## src/rtl/uart_tx_arbiter.sv

```systemverilog
// uart_tx_arbiter: round-robin arbiter that shares one 8N1 UART transmit line
// between NUM_REQ byte requesters. One requester is granted per frame, and the
// granted byte is latched, so requester inputs may change freely during a frame.
module uart_tx_arbiter #(
  parameter int SYSTEM_CLK     = 50000000,
  parameter int UART_BUAD_RATE = 9600,
  parameter int NUM_REQ        = 4
) (
  input  logic                       i_sys_clk,
  input  logic                       i_rst_n,
  input  logic [NUM_REQ-1:0]         i_req_valid,
  input  logic [NUM_REQ*8-1:0]       i_req_data,
  output logic [NUM_REQ-1:0]         o_req_ready,
  output logic [$clog2(NUM_REQ)-1:0] o_grant_id,
  output logic                       o_busy,
  output logic                       o_uart_tx
);

  localparam int DIVIDER = SYSTEM_CLK / UART_BUAD_RATE;
  localparam int ID_W    = $clog2(NUM_REQ);
  localparam int CNT_W   = $clog2(DIVIDER);

  typedef enum logic [1:0] {
    IDLE  = 2'd0,
    START = 2'd1,
    DATA  = 2'd2,
    STOP  = 2'd3
  } state_e;

  state_e            state_q;
  logic [7:0]        shift_q;
  logic [2:0]        bit_idx_q;
  logic [CNT_W-1:0]  baud_cnt_q;
  logic [ID_W-1:0]   last_grant_q;
  logic [ID_W-1:0]   grant_id_q;
  logic              busy_q;
  logic              tx_q;

  logic [ID_W-1:0]   winner;
  logic [ID_W-1:0]   cand;
  logic              found;
  logic              baud_tick;
  logic [7:0]        req_byte [NUM_REQ];

  // Unpacked view of the requester bytes so the winner can index them directly.
  for (genvar k = 0; k < NUM_REQ; k++) begin : g_bytes
    assign req_byte[k] = i_req_data[8*k +: 8];
  end

  assign baud_tick = (baud_cnt_q == CNT_W'(DIVIDER - 1));

  // Round-robin search: first valid requester starting just after the last grant.
  always_comb begin
    winner = last_grant_q;
    cand   = '0;
    found  = 1'b0;
    for (int i = 1; i <= NUM_REQ; i++) begin
      cand = ID_W'((int'(last_grant_q) + i) % NUM_REQ);
      if (!found && i_req_valid[cand]) begin
        winner = cand;
        found  = 1'b1;
      end
    end
  end

  // One-hot accept strobe, only in IDLE, only for a valid requester, never in reset.
  always_comb begin
    o_req_ready = '0;
    if (state_q == IDLE && found && i_rst_n) begin
      o_req_ready[winner] = 1'b1;
    end
  end

  // Frame sequencer: grant, start bit, 8 data bits LSB first, stop bit.
  always_ff @(posedge i_sys_clk or negedge i_rst_n) begin
    if (!i_rst_n) begin
      state_q      <= IDLE;
      shift_q      <= '0;
      bit_idx_q    <= '0;
      baud_cnt_q   <= '0;
      last_grant_q <= ID_W'(NUM_REQ - 1);
      grant_id_q   <= '0;
      busy_q       <= 1'b0;
      tx_q         <= 1'b1;
    end else begin
      // Baud counter free-runs with wrap whenever a frame is in progress.
      if (state_q != IDLE) begin
        baud_cnt_q <= baud_tick ? '0 : baud_cnt_q + 1'b1;
      end
      case (state_q)
        IDLE: begin
          tx_q   <= 1'b1;
          busy_q <= 1'b0;
          if (found) begin
            shift_q      <= req_byte[winner];
            last_grant_q <= winner;
            grant_id_q   <= winner;
            baud_cnt_q   <= '0;
            bit_idx_q    <= '0;
            tx_q         <= 1'b0;
            busy_q       <= 1'b1;
            state_q      <= START;
          end
        end
        START: begin
          if (baud_tick) begin
            bit_idx_q <= '0;
            tx_q      <= shift_q[0];
            state_q   <= DATA;
          end
        end
        DATA: begin
          if (baud_tick) begin
            if (bit_idx_q == 3'd7) begin
              tx_q    <= 1'b1;
              state_q <= STOP;
            end else begin
              bit_idx_q <= bit_idx_q + 3'd1;
              tx_q      <= shift_q[bit_idx_q + 3'd1];
            end
          end
        end
        STOP: begin
          if (baud_tick) begin
            tx_q    <= 1'b1;
            busy_q  <= 1'b0;
            state_q <= IDLE;
          end
        end
        default: begin
          state_q <= IDLE;
        end
      endcase
    end
  end

  assign o_grant_id = grant_id_q;
  assign o_busy     = busy_q;
  assign o_uart_tx  = tx_q;

endmodule

```

## config.mk

```make
export PLATFORM = sky130hd
export DESIGN_NAME = uart_tx_arbiter
export DESIGN_NICKNAME = d
export VERILOG_FILES = /design/src/rtl/uart_tx_arbiter.sv
export SDC_FILE = /design/constraint.sdc
export NUM_CORES = 1
export LEC_CHECK = 0
export ABC_AREA = 1
export BUFFER_PORTS_ARGS = -buffer_cell sky130_fd_sc_hd__buf_4
export CORE_MARGIN = 10
export CORE_UTILIZATION = 43
export DETAILED_ROUTE_END_ITERATION = 6
export PLACE_DENSITY = 0.69
export SYNTH_ARGS = -nofsm -noshare
export SYNTH_HDL_FRONTEND = slang
export SYNTH_SLANG_ARGS = --single-unit
```

## constraint.sdc

```tcl
create_clock -name i_sys_clk -period 2.4 [get_ports i_sys_clk]
set_input_delay 0.36 -clock i_sys_clk [delete_from_list [all_inputs] [get_ports i_sys_clk]]
set_output_delay 0.36 -clock i_sys_clk [all_outputs]
set_load 0.01 [all_outputs]
```

* After elaboration in Yosys (flattened, before gate mapping)
Cells that the tools add are included.
W data, S select, Z words.
** Word-level totals
- Flip-flop bits (word level) :: 32
- Input port bits :: 38
- Word-level logic and storage cells :: 100
** Operators by class
- Add/subtract/negate cells :: 6
- $lt $le $gt $ge :: 8
- Equal/unequal tests :: 11
- Multiplexer cells :: 48
- Bitwise logic cells :: 1
- Reduce and logical (&&, ||, !) cells :: 18
** Operators by type and width (count)
- $mux W13 :: 4
- $mux W2 :: 9
- $mux W1 :: 17
- $bmux W8 S2 :: 1
- $mux W8 :: 2
- $lt A2 B3 Y1 const B :: 5
- $add A13 B1 Y13 const B :: 1
- $eq A13 B13 Y1 const B :: 1
- $mux W3 :: 4
- $ne A2 B2 Y1 const B :: 6
- $reduce_and A5 Y1 :: 2
- $pmux W3 S3 :: 1
- $bmux W1 S2 :: 4
- $pmux W2 S4 :: 1
- $logic_and A1 B1 Y1 :: 6
- $add A2 B1 Y2 const B :: 2
- $add A2 B2 Y2 const B :: 2
- $eq A2 B2 Y1 const B :: 2
- $lt A3 B4 Y1 const B :: 1
- $mux W4 :: 1
- $pmux W1 S4 :: 1
- $reduce_and A2 Y1 :: 2
- $reduce_bool A2 Y1 :: 2
- $add A3 B1 Y3 const B :: 1
- other kinds (12) :: 14

* Depth between registers and ports, before layout
- Word-level depth :: 18
- Gate-level depth with buffers :: 15

* Worst setup path before layout
No wires, ideal clock.
- Path kind :: register to output
- Start :: reg last_grant_q[0]
- End :: out o_req_ready[3]
- Data arrival time :: 1684 ps
- Required time :: 2040 ps
- Slack :: 356 ps
- Stages on the path, launching flop included :: 13
- Buffers on the path :: 2
- Path through :: dfstp_2 buf_6 inv_8 nand2_2 nand2_2 nand2_1 nand2_4 nand2_4 nand3_4 nand2_4 buf_12 inv_2 nor3_2
** Between the ends
- Cells in the longest elaborated chain, start to end :: 18
** Ends and longest elaborated chain
- from (decl) :: RTL line 34 : logic [ID_W-1:0] last_grant_q;
- from (signal assigned) :: RTL line 81 : last_grant_q <= ID_W'(NUM_REQ - 1);
- from (signal assigned) :: RTL line 96 : last_grant_q <= winner;
- $add A2 B1 Y2 :: RTL line 58 : cand = ID_W'((int'(last_grant_q) + i) % NUM_REQ);
- $bmux W1 S2 :: RTL line 59 : if (!found && i_req_valid[cand]) begin
- $mux W1 (not written as such) :: RTL line 59
- $mux W1 :: RTL line 59
- $logic_not A1 Y1 :: RTL line 59
- $logic_and A1 B1 Y1 :: RTL line 59
- $mux W1 :: RTL line 59
- $logic_not A1 Y1 :: RTL line 59
- (+2 left out)
- $logic_not A1 Y1 :: RTL line 59
- $logic_and A1 B1 Y1 :: RTL line 59
- $mux W2 :: RTL line 59
- $lt A2 B3 Y1 (not written as such) / $ge A2 B1 Y1 (equally long branches) :: RTL line 70 : o_req_ready[winner] = 1'b1;
- $logic_and A1 B1 Y1 (not written as such) :: RTL line 70
- $mux W1 (not written as such) :: RTL line 70
- $demux W1 S2 :: RTL line 70
- $mux W4 (*) :: RTL line 69 : if (state_q == IDLE && found && i_rst_n) begin
- to (decl) :: RTL line 13 : output logic [NUM_REQ-1:0] o_req_ready,
Every way passes the cells marked *; elsewhere a longest branch is shown, timed or not. The select of a mux whose other input is x is not followed.

* Worst setup path in the final report
Same ends and word-level chain as after synthesis.

==> results.yml <==
floorplan:
  fp.dieH_um: 96.2
  dieArea_mm2: 0.00925
  pin_count: 46
  chipWidth_um: 96.2
  core_mm2: 0.00557
  start_util_pct: 44.8
  rows: 27
finish:
  areaGrowthSynthToFinish_pct: 32.0
  antenna_cells: 0
  fin_area_mm2: 0.00329
  final_cell_mix: "83 x nand2_1, 61 x buf_4, 29 x dfrtp_1"
  nets: 437
  fillCellCount: 499
  final_common_cell: "nand2_1"
  drive_gt1_share_pct: 38.9
detailed_routing:
  first_iter_violations: 153
  drc: 0
  first_pass_iters: 4
  final_antenna_net_count: 0
  vias_per_cell: 4.99
  routed_wl_um: 6160
  avgRoutedWirePerCell_um: 13.3
  via_count: 2312
timing:
  setup-tns-final_ns: -0.0622
  final_max_slew_viol_count: 0
  fin_skew_ns: 0.00245
  slew_headroom_pct: 72.5
  finalHoldViolCount: 0
  max_freq_mhz: 411
  fin_ws_ns: -0.0314
  grt_setup_unrepaired: "true"
  period_needed_ns: 2.43
  setup_viol: 2
  tightest_slew_ns: 0.413
  period_share_pct: 101
clock_tree:
  clk_latency_ns: 0.28
  cts_sinks: 32
  cts-buffers-inserted: 5
  h-tree-depth: 2
  clk_pin_slew_ns: 0.06
  cts_tree: "done"
  clockRootBuffer: "clkbuf_8"
  clock_tree.buffer_depth: 2
  ctsHoldBuffers: 0
critical_path:
  cp_cell_sequence: "buf_12 > inv_12 > nand2_4 > nand2_4 > nand2_4 > nand2_4 > inv_8 > nand3_4 > nand3_4 > nand2_4 > nor3_2 > buf_4"
  critPathKind: "reg -> out"
  start_kind: "register"
  cp_slowest_cell: "dfstp_2"
  end_kind: "primary output"
  critPathBufInv: 4
  r2r_cells: 10
  crit_fanout: 8
  max_stage_delay_ns: 0.60
  path_depth: 12
  cp.required_ns: 2.04
  crit_top_cell: "nand2_4"
  path_delay_family: "simple AND/OR/NAND/NOR gates"
  arrival_ns: 2.07
yosys:
  synth-edff-count: 0
  syn_nets: 373
  ys_types: 40
  syn_area_mm2: 0.00249
  ys.flop_type: "dfrtp_1"
  synth-seq-cells: 32
  synth_seq_area_share_pct: 32.2
  syn_avg_cell_area_um2: 7.63
  ys_warn_count: 0
  syn_inst: 327
  async_reset_ff_share_pct: 100
pwr:
  power_density_mw_per_mm2: 1430
  power.leakage_nw: 1.68
  ir_drop_v: 0.00113
placement:
  gp_congestion: 0.830
  postPlaceCellArea_mm2: 0.00288
  dp_slack_ns: 0.214
  dp_hpwl_um: 4380
  port_buffers: 45
job:
  cap_violations: 0
global_routing:
  grt_overflow: 0
  antenna_found_initial: 0
  grt_pass1_vias: 2276
  grt_pass1_wl_um: 9790
  grt_use_total_pct: 12.9
  grt_max_degree: 33
status:
  status: "finished with violations"
  failed_checks: "setup timing"
worst_hold_path:
  min_path_type: "in -> async"
==> synthesized netlist by cell type, types with 2 or more instances <==
cell type	n	area, µm²
o211ai_1	2	15.0
buf_4	3	22.5
nor3_2	2	20.0
buf_12	2	40.0
inv_2	2	7.51
inv_8	2	22.5
ha_1	8	100
nand2_4	9	101
dfstp_2	3	78.8
nand3_1	27	135
nor3_1	6	30.0
nand2_2	29	181
a211oi_1	2	15.0
a21oi_1	6	30.0
dfrtp_1	29	726
nand3_2	10	100
xor2_1	2	17.5
nand4_1	9	56.3
clkbuf_1	2	7.51
nand2_8	2	40.0
o21ai_0	14	70.1
nor4_1	2	12.5
inv_1	25	93.8
nor2_1	21	78.8
nand2_1	93	349
==> layer usage <==
| metal | vias to the layer above | track usage (%) | wire, µm |
|---|---|---|---|
| met4 | 0 | 3.44 | 80 |
| met1 | 1037 | 15.1 | 2690 |
| li1 | 1197 | - | - |
| met5 | - | 0 | 0 |
| met2 | 66 | 22.1 | 2960 |
| met3 | 12 | 4.20 | 420 |
==> state kept, by name, indices dropped and copies added (netlist names) <==
| register | count |
|---|---|
| baud_cnt_q | 13 |
| shift_q | 8 |
| bit_idx_q | 3 |
| last_grant_q | 2 |
| o_grant_id | 2 |
| state_q | 2 |
| o_busy | 1 |
| o_uart_tx | 1 |
==> worst paths after layout <==
kind	startpoint	end	slack, ns
min in group i_sys_clk	i_req_data[12]	shift_q[4]	0.38
worst min-delay path	i_rst_n	baud_cnt_q[8]	0.14
worst max-delay path	last_grant_q[0]	o_req_ready[3]	-0.03
worst min register to register	shift_q[3]	shift_q[3]	0.49
max in group asynchronous	i_rst_n	last_grant_q[1]	1.92
worst max register to register	last_grant_q[0]	baud_cnt_q[10]	0.30
==> what timing repair did <==
action | 4_1_cts | 5_1_grt
endpoints found under the hold margin | 0 | 0
setup buffers | 5 | 10
pin swaps | 1 | 24
resized for setup | 1 | 46
setup endpoints to repair | 4 | 4
==> layout make-up <==
| type | instances | area (µm²) | area share, % |
|---|---|---|---|
| tap | 72 | 90.1 | 2.73 |
| sequential | 32 | 805 | 24.4 |
| timing repair buffer | 66 | 523 | 15.9 |
| clock buffer | 6 | 72.6 | 2.20 |
| clock inverter | 1 | 5.00 | 0.152 |
| inverter | 30 | 138 | 4.18 |
| multi-input combinational | 256 | 1660 | 50.4 |
==> logic make-up (layout without fill, tap and decap cells) <==
| family | count (synthesis) | after routing | share of synthesized area, % |
|---|---|---|---|
| AND/OR/NAND/NOR | 216 | 216 | 47.1 |
| buffers and inverters | 39 | 103 | 8.68 |
| flip-flops | 32 | 32 | 32.2 |
| AO/OA/AOI/OAI | 29 | 29 | 6.92 |
| adder cells (fa/ha/maj) | 8 | 8 | 4.01 |
| XOR/XNOR | 3 | 3 | 1.05 |
==> metrics by stage <==
step / std cells / util [%] / total power, mW / hold WS (ns)
after global routing: 463 / 59.1 / 5.12 / 0.169
after global placement: 441 / 51.7 / 3.53 / 0.441
after CTS: 453 / 53.9 / 4.07 / 0.144
after floorplan: 327 / - / 3.18 / 0.0644
final: 463 / 59.1 / 4.70 / 0.140
after detailed placement: 441 / 51.7 / 3.57 / 0.447
==> where the power goes <==
group | internal, mW | leakage, nW | total [mW] | switching, mW
Sequential | 0.741 | 0.411 | 0.875 | 0.133
Clock | 0.197 | 0.0410 | 0.386 | 0.189
Combinational | 1.36 | 1.23 | 3.44 | 2.07
Total | 2.30 | 1.68 | 4.70 | 2.40
Note: power is estimated with default switching activity, not from simulation.
